--- config.mk ---
export PLATFORM = sky130hd
export DESIGN_NAME = instr_mem_loader_flat
export DESIGN_NICKNAME = d
export VERILOG_FILES = /design/src/rtl/instr_mem_loader_if.sv /design/src/rtl/instr_mem_loader.sv /design/src/flat_wrapper.sv
export SDC_FILE = /design/constraint.sdc
export NUM_CORES = 1
export LEC_CHECK = 0
export BUFFER_PORTS_ARGS = -buffer_cell sky130_fd_sc_hd__buf_2
export CAP_MARGIN = 25
export CORE_MARGIN = 2
export CORE_UTILIZATION = 25
export CTS_BUF_LIST = sky130_fd_sc_hd__clkbuf_4
export DETAILED_ROUTE_END_ITERATION = 10
export GPL_TIMING_DRIVEN = 0
export PLACE_DENSITY = 0.4
export SYNTH_ARGS = -nofsm -noshare
export SYNTH_HDL_FRONTEND = slang
export SYNTH_SLANG_ARGS = --single-unit
--- constraint.sdc ---
create_clock -name i_clk -period 5.3 [get_ports i_clk]
set_input_delay 0.265 -clock i_clk [delete_from_list [all_inputs] [get_ports i_clk]]
set_output_delay 0.265 -clock i_clk [all_outputs]
set_load 0.03 [all_outputs]
--- src/rtl/instr_mem_loader_if.sv ---
// Word stream and byte write port of the instruction memory loader.
// Handshake: a word transfers on the rising edge where i_word_valid and o_word_ready are both 1;
// the producer keeps i_word/i_last stable while i_word_valid=1 and o_word_ready=0.
interface instr_mem_loader_if #(
    parameter int ADDR_W = 32
);
    logic              i_word_valid;
    logic [31:0]       i_word;
    logic              i_last;
    logic              o_word_ready;
    logic              o_we;
    logic [ADDR_W-1:0] o_waddr;
    logic [7:0]        o_wdata;

    modport master (
        output i_word_valid, i_word, i_last,
        input  o_word_ready, o_we, o_waddr, o_wdata
    );

    modport slave (
        input  i_word_valid, i_word, i_last,
        output o_word_ready, o_we, o_waddr, o_wdata
    );
endinterface

--- src/rtl/instr_mem_loader.sv ---
// Splits 32-bit instruction words into four little-endian byte writes at consecutive addresses.
// Optional running word checksum output enabled by defining LOADER_CHECKSUM_EN.
module instr_mem_loader #(
    parameter int MEM_DEPTH = 256,
    parameter int ADDR_W    = 32
) (
    input  logic              i_clk,
    input  logic              i_rst,
    input  logic              i_start,
    input  logic [ADDR_W-1:0] i_base_addr,
    instr_mem_loader_if.slave bus,
    output logic              o_busy,
    output logic              o_cpu_hold,
    output logic              o_done,
    output logic              o_err,
`ifdef LOADER_CHECKSUM_EN
    output logic [31:0]       o_checksum,
`endif
    output logic [2:0]        o_dbg_state
);

    localparam logic [2:0] S_IDLE   = 3'd0;
    localparam logic [2:0] S_ACCEPT = 3'd1;
    localparam logic [2:0] S_WR0    = 3'd2;
    localparam logic [2:0] S_WR1    = 3'd3;
    localparam logic [2:0] S_WR2    = 3'd4;
    localparam logic [2:0] S_WR3    = 3'd5;
    localparam logic [2:0] S_DONE   = 3'd6;
    localparam logic [2:0] S_ERR    = 3'd7;

    // Highest base for which all four bytes of a word still fit in memory.
    localparam logic [ADDR_W-1:0] ADDR_LIMIT = ADDR_W'(MEM_DEPTH - 4);

    logic [2:0]        state_q, state_d;
    logic [ADDR_W-1:0] addr_q, addr_d;
    logic [31:0]       word_q, word_d;
    logic              last_q, last_d;
    logic              ready_q, ready_d;
    logic              we_q, we_d;
    logic [ADDR_W-1:0] waddr_q, waddr_d;
    logic [7:0]        wdata_q, wdata_d;
    logic              busy_q, busy_d;
    logic              done_q, done_d;
    logic              err_q, err_d;
`ifdef LOADER_CHECKSUM_EN
    logic [31:0]       cks_q, cks_d;
`endif

    always_comb begin
        state_d = state_q;
        addr_d  = addr_q;
        word_d  = word_q;
        last_d  = last_q;
`ifdef LOADER_CHECKSUM_EN
        cks_d   = cks_q;
`endif
        case (state_q)
            S_IDLE, S_DONE, S_ERR: begin
                if (i_start) begin
                    addr_d  = i_base_addr;
                    state_d = S_ACCEPT;
`ifdef LOADER_CHECKSUM_EN
                    cks_d   = 32'd0;
`endif
                end
            end
            S_ACCEPT: begin
                if (bus.i_word_valid) begin
                    word_d = bus.i_word;
                    last_d = bus.i_last;
                    if (addr_q > ADDR_LIMIT) begin
                        state_d = S_ERR;
                    end else begin
                        state_d = S_WR0;
`ifdef LOADER_CHECKSUM_EN
                        cks_d   = cks_q + bus.i_word;
`endif
                    end
                end
            end
            S_WR0: begin
                addr_d  = addr_q + ADDR_W'(1);
                state_d = S_WR1;
            end
            S_WR1: begin
                addr_d  = addr_q + ADDR_W'(1);
                state_d = S_WR2;
            end
            S_WR2: begin
                addr_d  = addr_q + ADDR_W'(1);
                state_d = S_WR3;
            end
            S_WR3: begin
                addr_d  = addr_q + ADDR_W'(1);
                state_d = last_q ? S_DONE : S_ACCEPT;
            end
            default: state_d = S_IDLE;
        endcase
    end

    // Outputs are decoded from the next state so every port comes straight from a flop;
    // in a write state addr_d is exactly the byte address of that write.
    always_comb begin
        ready_d = (state_d == S_ACCEPT);
        we_d    = (state_d >= S_WR0) && (state_d <= S_WR3);
        busy_d  = ready_d || we_d;
        done_d  = (state_d == S_DONE);
        err_d   = (state_d == S_ERR);
        waddr_d = we_d ? addr_d : '0;
        case (state_d)
            S_WR0:   wdata_d = word_d[7:0];
            S_WR1:   wdata_d = word_d[15:8];
            S_WR2:   wdata_d = word_d[23:16];
            S_WR3:   wdata_d = word_d[31:24];
            default: wdata_d = 8'd0;
        endcase
    end

    always_ff @(posedge i_clk or posedge i_rst) begin
        if (i_rst) begin
            state_q <= S_IDLE;
            addr_q  <= '0;
            word_q  <= 32'd0;
            last_q  <= 1'b0;
            ready_q <= 1'b0;
            we_q    <= 1'b0;
            waddr_q <= '0;
            wdata_q <= 8'd0;
            busy_q  <= 1'b0;
            done_q  <= 1'b0;
            err_q   <= 1'b0;
`ifdef LOADER_CHECKSUM_EN
            cks_q   <= 32'd0;
`endif
        end else begin
            state_q <= state_d;
            addr_q  <= addr_d;
            word_q  <= word_d;
            last_q  <= last_d;
            ready_q <= ready_d;
            we_q    <= we_d;
            waddr_q <= waddr_d;
            wdata_q <= wdata_d;
            busy_q  <= busy_d;
            done_q  <= done_d;
            err_q   <= err_d;
`ifdef LOADER_CHECKSUM_EN
            cks_q   <= cks_d;
`endif
        end
    end

    assign bus.o_word_ready = ready_q;
    assign bus.o_we         = we_q;
    assign bus.o_waddr      = waddr_q;
    assign bus.o_wdata      = wdata_q;
    assign o_busy           = busy_q;
    assign o_cpu_hold       = busy_q;
    assign o_done           = done_q;
    assign o_err            = err_q;
    assign o_dbg_state      = state_q;
`ifdef LOADER_CHECKSUM_EN
    assign o_checksum       = cks_q;
`endif

endmodule

--- src/flat_wrapper.sv ---
// flat-port wrapper written by rule: the top's interface ports become plain ports
module instr_mem_loader_flat 
#(
    parameter int MEM_DEPTH = 256,
    parameter int ADDR_W    = 32
)
  (i_clk, i_rst, i_start, i_base_addr, o_busy, o_cpu_hold, o_done, o_err, o_dbg_state, bus_i_word_valid, bus_i_word, bus_i_last, bus_o_word_ready, bus_o_we, bus_o_waddr, bus_o_wdata);
  instr_mem_loader_if #(.ADDR_W(ADDR_W)) bus_i ();
  input  logic i_clk;
  input  logic i_rst;
  input  logic i_start;
  input  logic [ADDR_W-1:0] i_base_addr;
  output logic o_busy;
  output logic o_cpu_hold;
  output logic o_done;
  output logic o_err;
  output logic [2:0] o_dbg_state;
  input wire logic [$bits(bus_i.i_word_valid)-1:0] bus_i_word_valid;
  input wire logic [$bits(bus_i.i_word)-1:0] bus_i_word;
  input wire logic [$bits(bus_i.i_last)-1:0] bus_i_last;
  output wire logic [$bits(bus_i.o_word_ready)-1:0] bus_o_word_ready;
  output wire logic [$bits(bus_i.o_we)-1:0] bus_o_we;
  output wire logic [$bits(bus_i.o_waddr)-1:0] bus_o_waddr;
  output wire logic [$bits(bus_i.o_wdata)-1:0] bus_o_wdata;
  assign bus_i.i_word_valid = bus_i_word_valid;
  assign bus_i.i_word = bus_i_word;
  assign bus_i.i_last = bus_i_last;
  assign bus_o_word_ready = bus_i.o_word_ready;
  assign bus_o_we = bus_i.o_we;
  assign bus_o_waddr = bus_i.o_waddr;
  assign bus_o_wdata = bus_i.o_wdata;
  instr_mem_loader #(.MEM_DEPTH(MEM_DEPTH), .ADDR_W(ADDR_W)) u_core (.i_clk(i_clk), .i_rst(i_rst), .i_start(i_start), .i_base_addr(i_base_addr), .bus(bus_i), .o_busy(o_busy), .o_cpu_hold(o_cpu_hold), .o_done(o_done), .o_err(o_err), .o_dbg_state(o_dbg_state));
endmodule
==> metrics.txt <==
DPL Wire Length=13350 um; Core Box Area=21620 um^2; Final Critical Period=2607 ps; FF-to-FF Start=u_core.addr_q[18]; internal reg-to-reg setup slack=2690 ps; DRC viols=0; Synth area leader=dfrtp_1; switch share=49.44%; Worst Path Required=5670 ps; EDFF count, synth=0; largest net degree at the start of global routing=39; placed instance area=6435 um^2; die area=23020 um^2; Tot GR Track Use=15.61%; Post-Syn Area=5456 um^2; first-pass GRT wire length=27430 um; Max-slew headroom=37.26%; total internal power=2.082 mW; final hold violation count=0; Synth area leaders=dfrtp_1 48%, mux2_2 5.0%, nand2_1 3.0%; Post-synth top cells=105 x dfrtp_1, 44 x nand2_1, 35 x nor2_1, 31 x a21oi_1, 26 x o21ai_0; peak supply drop=196.4 uV; Starting Density=25.24%; Vias/cell=4.886; routability cong.=0.8876; FF-to-FF End=u_core.bus.o_waddr[15]; outcome=finished clean; cts repair resizes=0; Placement Setup Slack=2628 ps; Final Non-Filler Cells=999; DRT antenna net count=0; final wirelength=17790 um; worst slew pin tran=936.0 ps; Syn. warnings=0; initial antenna violation count=1; Setup-failing EPs final=0; asr flop ratio synth=100.0%; design area=6917 um^2; IO Pins=118; RSZ-0062 raised after global routing=false; Met2 Wirelength=8435 um; Max FO, Critical Path=10; drt pass-1 iters=5; Setup Total Neg Slack=0 ps; worst-case clock buffer depth=2; vias in the first global route=4965; WL per Instance=17.80 um; CTS tree=done; FP Rows=54; wl on met1=7988 um; post-route clock skew=25.52 ps; post-synth net total=618; CP Class=reg -> reg; layout overhead on the synthesized area=26.76%; clock network fraction of total power=9.7%; post-layout net count=784; fmax=383.6 MHz; number of max-cap violations=0; Final Max Tran Viols=0; PortBufs=117; Clock transition at path regs=180 ps; post-synthesis cell type count=65; CP Launch Type=flip-flop; switching component of the power=2.036 mW; Critical Path AT=2980 ps; Initial DRC Count=241; synthesized instance count=547; reg2reg path depth=7; Synth top area share=48.15%; Combinational Power Share=56.4%; most common cell in the synthesized netlist=dfrtp_1; die height=151.7 um; Pleak=3.058 nW; detailed-route via count=4881; Top FF cell, synth=dfrtp_1; CP Capture Type=flip-flop; share of cells above drive strength 1=29.67%; Hold Crit Class=in -> reg; Syn Area/Cell=9.975 um^2; Sequential Power Share=33.9%; synthesis-stage register bit count=105; H-tree depth=3; grt ovf=0; Setup WS post-layout=2693 ps; die width=151.7 um; top routing layer in use=met4; number of buffers created by CTS=9; number of clock sinks=105; CP endpoint=u_core.bus.o_waddr[15]; WL met3=1125 um; final core occ=31.99%; pwr dens=595.3 nW/um^2; Clock Latency Late Sink=490 ps; period utilisation layout=49.18%; register area share after synthesis=48.15%; dpl cells=946; Setup crit start=u_core.addr_q[18]; CTS Root Cell=clkbuf_4; # fillers=2311; post-CTS setup buffers=0
==> how the worst min path moves through the flow <==
stage                            from                     to  slack [ps]  depth (start not counted)
floorplan                  bus_i_last          u_core.last_q         380                          2
global route            bus_i_word[5]  u_core.bus.o_wdata[5]          10                          3
global placement    u_core.word_q[24]  u_core.bus.o_wdata[0]         470                          2
finish                  bus_i_word[7]  u_core.bus.o_wdata[7]          30                          3
detailed placement              i_rst       u_core.word_q[9]         330                          2
CTS                     bus_i_word[7]  u_core.bus.o_wdata[7]           1                          3
==> kinds of logic after synthesis <==
logic type | after synthesis | share of synthesized area, %
adders and majority gates | 2 | 0.4585
and+or+nand+nor | 207 | 21.00
AOI/OAI and AO/OA | 129 | 16.62
buffers and inverters | 56 | 4.632
DFF | 105 | 48.15
muxes | 38 | 7.521
xor gates and xnor gates | 10 | 1.605
==> layer usage <==
layer	global-route usage (%)	up-vias
li1	-	2322
met1	20.13	2376
met2	26.13	164
met3	3.922	19
met4	4.074	0
met5	0	-
==> critical path: stages, from the launching register on <==
cell	delay (ps)
dfrtp_1	400
clkbuf_1	170
nor4_1	520
nand4_1	180
nor3_2	420
a311oi_4	220
buf_4	260
nor4_2	320
==> final cells by class <==
class,instances,area (um^2),area share [%]
Sequential cell,105,2628,37.99
Multi-Input combinational cell,386,2576,37.25
Timing Repair Buffer,155,985.9,14.25
Tap cell,280,350.3,5.065
Buffer,42,200.2,2.894
Clock buffer,9,67.56,0.9768
Inverter,14,55.05,0.7959
Clock inverter,7,51.30,0.7417
Antenna cell,1,2.502,0.03618
==> placed cells by master, fill, tap and decap left out, drive strengths merged, types with 4 or more instances in the layout <==
| cell type | netlist | layout |
|---|---|---|
| a211oi | 12 | 12 |
| a21oi | 31 | 31 |
| a221oi | 5 | 5 |
| a31oi | 4 | 4 |
| and3 | 12 | 12 |
| buf | 24 | 143 |
| clkbuf | 18 | 27 |
| clkinv | 1 | 4 |
| dfrtp | 105 | 105 |
| dlygate4sd3 | 0 | 36 |
| inv | 13 | 17 |
| mux2 | 24 | 24 |
| mux2i | 14 | 14 |
| nand2 | 44 | 44 |
| nand2b | 11 | 11 |
| nand3 | 21 | 21 |
| nand4 | 12 | 12 |
| nor2 | 35 | 35 |
| nor2b | 17 | 17 |
| nor3 | 18 | 18 |
| nor4 | 15 | 15 |
| o211ai | 8 | 8 |
| o21ai | 27 | 27 |
| o22ai | 11 | 11 |
| or2 | 7 | 7 |
| xnor2 | 7 | 7 |
==> timing repair <==
action | CTS | global route
setup endpoints to repair | 0 | 0
hold endpoints to repair | 69 | 0
hold buffers | 36 | 0
==> state kept, by name (all words and copies together), names as in the netlist <==
name and cells:
u_core.addr_q 32, u_core.bus.o_waddr 32, u_core.bus.o_wdata 8, u_core.bus.o_we 1, u_core.bus.o_word_ready 1, u_core.last_q 1, u_core.o_busy 1, u_core.o_dbg_state 3
u_core.o_done 1, u_core.o_err 1, u_core.word_q 24
==> per-stage QoR <==
step / hold slack, ps / power [mW]
after floorplan: 381.8 / 3.001
after global placement: 473.4 / 3.697
after detailed placement: 325.8 / 3.737
after CTS: 1.253 / 4.175
after global routing: 9.629 / 4.437
final: 30.71 / 4.117
==> power groups by stage <==
| stage | combinational [mW] | clock (mW) | sequential (mW) |
|---|---|---|---|
| final | 2.32 | 0.400 | 1.39 |
| after detailed placement | 2.33 | 0 | 1.41 |
| after floorplan | 1.38 | 0 | 1.62 |
| after global routing | 2.54 | 0.452 | 1.44 |
| after global placement | 2.29 | 0 | 1.40 |
| after CTS | 2.35 | 0.426 | 1.40 |
Note: power is estimated with default switching activity, not from simulation.
